**src/rtl/dmem_responder.sv**
```systemverilog
// Data memory shared between a CPU port (priority, combinational load) and a
// host request/response port, with a sticky CPU address-error flag and a
// saturating committed-write counter.
module dmem_responder #(
    parameter int unsigned DEPTH = 64
) (
    input  logic                     clk,
    input  logic                     rst,
    input  logic [31:0]              data_addr,
    input  logic [31:0]              data_out,
    output logic [31:0]              data_in,
    input  logic                     mem_read,
    input  logic                     mem_write,
    input  logic                     host_valid,
    output logic                     host_ready,
    input  logic                     host_we,
    input  logic [$clog2(DEPTH)-1:0] host_addr,
    input  logic [31:0]              host_wdata,
    output logic                     host_rvalid,
    output logic [31:0]              host_rdata,
    output logic                     addr_err,
    output logic [15:0]              wr_count
);

    localparam int unsigned AW = $clog2(DEPTH);

    typedef enum logic [0:0] {StIdle, StResp} state_e;

    state_e        state_q;
    logic [31:0]   mem [DEPTH];
    logic [AW-1:0] cpu_idx;
    logic          cpu_legal;
    logic          cpu_wr_commit;
    logic          host_accept;
    logic          host_wr_commit;

    // CPU address decode, host handshake and write-commit qualifiers
    always_comb begin
        cpu_idx        = data_addr[AW+1:2];
        cpu_legal      = (data_addr[1:0] == 2'b00) && (data_addr[31:AW+2] == '0);
        host_ready     = (state_q == StIdle) && !mem_read && !mem_write;
        // No RAM write may happen while reset is held
        cpu_wr_commit  = mem_write && cpu_legal && !rst;
        host_accept    = host_valid && host_ready && !rst;
        host_wr_commit = host_accept && host_we;
        data_in        = (mem_read && cpu_legal) ? mem[cpu_idx] : 32'd0;
    end

    // RAM write port; CPU and host commits are mutually exclusive by host_ready
    always_ff @(posedge clk) begin
        if (cpu_wr_commit) begin
            mem[cpu_idx] <= data_out;
        end else if (host_wr_commit) begin
            mem[host_addr] <= host_wdata;
        end
    end

    // Host FSM with registered response, error flag and write counter
    always_ff @(posedge clk or posedge rst) begin
        if (rst) begin
            state_q     <= StIdle;
            host_rvalid <= 1'b0;
            host_rdata  <= 32'd0;
            addr_err    <= 1'b0;
            wr_count    <= 16'd0;
        end else begin
            unique case (state_q)
                StIdle: begin
                    host_rvalid <= 1'b0;
                    if (host_accept) begin
                        state_q     <= StResp;
                        host_rvalid <= !host_we;
                        if (!host_we) begin
                            host_rdata <= mem[host_addr];
                        end
                    end
                end
                StResp: begin
                    state_q     <= StIdle;
                    host_rvalid <= 1'b0;
                end
                default: begin
                    state_q     <= StIdle;
                    host_rvalid <= 1'b0;
                end
            endcase
            if ((mem_read || mem_write) && !cpu_legal) begin
                addr_err <= 1'b1;
            end
            if ((cpu_wr_commit || host_wr_commit) && (wr_count != 16'hFFFF)) begin
                wr_count <= wr_count + 16'd1;
            end
        end
    end

endmodule

```
**config.mk**
```make
export PLATFORM = sky130hd
export DESIGN_NAME = dmem_responder
export DESIGN_NICKNAME = d
export VERILOG_FILES = /design/src/rtl/dmem_responder.sv
export SDC_FILE = /design/constraint.sdc
export NUM_CORES = 2
export LEC_CHECK = 0
export CORE_MARGIN = 4
export CORE_UTILIZATION = 35
export DETAILED_ROUTE_END_ITERATION = 7
export HOLD_SLACK_MARGIN = 0.03
export RECOVER_POWER = 100
export SYNTH_ARGS = -nofsm -noshare
export SYNTH_HDL_FRONTEND = slang
export SYNTH_SLANG_ARGS = --single-unit
```
**constraint.sdc**
```tcl
create_clock -name clk -period 8.15 [get_ports clk]
set_clock_uncertainty 0.05 [all_clocks]
set_input_delay 1.63 -clock clk [delete_from_list [all_inputs] [get_ports clk]]
set_output_delay 1.63 -clock clk [all_outputs]
set_load 0.02 [all_outputs]
```
==> reports/results.txt <==
status: complete, but fails checks
failing checks: DRC, capacitance limit, slew limit
Yosys top cell area share: 63.4%
GPL Wtd Cong: 0.815
Worst-Margin Slew: 3.79 ns
Die Area: 0.286 mm2
setup violators final: 0
DP HPWL: 184000 um
Starting Density: 35.3%
via count: 57500
fin cells: 9382
Critical Path AT: 8.00 ns
Syn-to-layout area delta: 14.7%
Syn Nets: 5374
Slowest-stage cell, CP: nor2_1
total grt overflow: 0
Synth Register Bits: 2099
distinct cell type count after synthesis: 42
setup TNS: 0 ns
drt total wl: 318000 um
filler instances: 24400
detailed router's first-iteration violation count: 7493
Clock Tree Root: clkbuf_16
most frequent cells in the layout: edfxtp_1 (2048), mux4_2 (835), mux2i_1 (577)
routed wire length per instance: 33.9 um
ys async rst share: 2.43%
Req. time, crit path: 8.57 ns
largest cells by area after synthesis: edfxtp_1 (63%), mux4_2 (19%), mux2i_1 (6.0%), a22oi_1 (3.4%), dfrtp_1 (1.3%)
site row count: 192
Comb power frac: 8.4%
CP Class: input port to register
clock insertion delay at the later pin of the skew report: 0.88 ns
most common library cell in the layout ignoring fill and taps: edfxtp_1
crit-path cells: dlygate4sd3_1, nor3_1, and3_1, a22o_1, nand2_1, nor2_1, clkbuf_1
pin count of the biggest net entering global routing: 132
core area: 0.275 mm2
Final Cycle Share: 92.9%
first-pass GRT wire length: 445000 um
Crit path largest cell delay: 2.68 ns
Total GRT Usage: 21.8%
Syn Inst Count: 5265
Avg Inst Size Synth: 18.4 um2
Max Cap Viol: 77
Hold/Removal Path Class: register to register
switching fraction of total power: 23.4%
CP max FO: 18
Final ANT Viol Nets: 0
endpoint type of the worst setup path: register
vias per cell: 6.13
Final nets: 5610
Final Max Slew Viols: 2734
Worst-path clk slew: 0.06 ns
Seq/Total Area, Yosys: 64.7%
Cell Area, Synth: 0.0970 mm2
drt pass-1 iters: 8
P_int: 18.6 mW
clk sinks: 2099
number of global-route vias before repair: 58200
cell area power density: 219 mW/mm2
residual DRC count: 1
CTS tree: yes
Worst Hold Slack: 0.429 ns
Post-synth EDFFs: 2048
share of cells above drive strength 1: 25.4%
Seq pwr share: 49.6%
Psw: 5.69 mW
Clock Path Buffers: 3
Final Hold Viols: 0
CTS Buf Count: 220
RSZ-0062 raised after global routing: false
clock share of power: 42.0%
die height: 534 um
Synth area leader: edfxtp_1
Slew Limit Headroom: -153%
I/O pin total: 191
dpl cells: 8965
ys flop type: edfxtp_1
chip width: 534 um
CTS resizes: 0
H-tree lvl count: 4
Fmax achieved: 132 MHz
crit start category: input port
post-cts hold buffer count: 0
leakage power: 36.1 nW
Max VDD drop: 197 uV
setup bufs post-CTS: 0
initial antenna violation count: 22
fin crit period: 7.57 ns
Yosys warning total: 0
input/output buffers: 190
-- area by class of cell --
cell class	count	area, um2	area share, %
Sequential cell	2099	62800	56.5
Multi-Input combinational cell	2747	32700	29.4
Clock buffer	277	5900	5.31
Tap cell	3686	4610	4.15
Timing Repair Buffer	429	3720	3.35
Clock inverter	134	1430	1.29
Inverter	4	16.3	0.0146
Antenna cell	6	15.0	0.0135
-- flip-flops by register name, indices dropped and copies added (netlist names) --
| name | cells |
|---|---|
| host_rvalid | 1 |
| state_q | 1 |
| wr_count | 16 |
| host_rdata | 32 |
| addr_err | 1 |
| mem | 2048 |
-- critical path: cells and delay by family --
family          cells  cell delay (ns)
compound gates      1             0.37
simple gates        4             4.54
buf+inv             2             1.38
-- layer usage --
metal | up-vias | wire [um] | GRT usage, %
met5 | - | 27 | 0
met4 | 4 | 13900 | 8.55
met3 | 645 | 33500 | 5.02
met2 | 3483 | 149000 | 34.5
met1 | 30600 | 122000 | 29.3
li1 | 22800 | - | -
-- Yosys cell counts, drive strengths merged, types with 2 or more instances --
| cell type | number |
|---|---|
| nand4 | 6 |
| a221o | 2 |
| o22ai | 34 |
| mux2 | 4 |
| buf | 211 |
| nand3 | 168 |
| nand2 | 314 |
| edfxtp | 2048 |
| nor4 | 10 |
| and2 | 5 |
| mux4 | 835 |
| xor2 | 5 |
| a221oi | 28 |
| mux2i | 577 |
| inv | 4 |
| dfrtp | 51 |
| xnor2 | 9 |
| o21ai | 67 |
| nor2 | 79 |
| clkbuf | 204 |
| nor2b | 6 |
| nand2b | 67 |
| a22oi | 442 |
| a21oi | 65 |
| or2 | 4 |
| nor3 | 6 |
| and3 | 4 |
-- power groups by stage --
stage	logic (mW)	clock network [mW]	registers [mW]
6_report	2.05	10.2	12.1
2_1_floorplan	1.17	0	12.3
3_3_place_gp	2.04	0	12.3
3_5_place_dp	2.06	0	12.3
5_1_grt	2.15	10.8	12.1
4_1_cts	2.06	10.4	12.1
-- stage by stage --
step | power, mW | area (um2) | setup WS [ns] | util [%]
2_1_floorplan | 13.4 | 97000 | 2.90 | -
3_3_place_gp | 14.3 | 104000 | 0.845 | 38.1
3_5_place_dp | 14.3 | 104000 | 0.971 | 38.1
4_1_cts | 24.5 | 112000 | 0.960 | 40.7
5_1_grt | 25.0 | 111000 | 0.478 | 40.5
6_report | 24.3 | 111000 | 0.579 | 40.5
-- kinds of logic after synthesis --
| group | Yosys count | share of synthesized area [%] |
|---|---|---|
| DFF | 2099 | 64.7 |
| muxes | 1416 | 25.4 |
| and+or+nand+nor | 671 | 3.10 |
| AOI/OAI and AO/OA | 645 | 4.66 |
| buffers and inverters | 419 | 1.97 |
| xor gates and xnor gates | 14 | 0.126 |
| adders and majority gates | 1 | 0.0129 |
-- worst paths after layout --
path | cells after the start | endpoint | startpoint | slack (ns)
setup reg to reg | 6 | mem[7][31]$_DFFE_PP_ | state_q$_DFF_PP0_ | 1.71
hold / removal | 1 | addr_err$_DFFE_PP0P_ | addr_err$_DFFE_PP0P_ | 0.43
max in group asynchronous | 4 | host_rdata[7]$_DFFE_PP0P_ | rst | 2.82
setup / recovery | 7 | mem[7][31]$_DFFE_PP_ | mem_read | 0.58
min in group asynchronous | 3 | addr_err$_DFFE_PP0P_ | rst | 2.17
hold reg to reg | 1 | addr_err$_DFFE_PP0P_ | addr_err$_DFFE_PP0P_ | 0.43
Power figures use the tool's default switching activity.
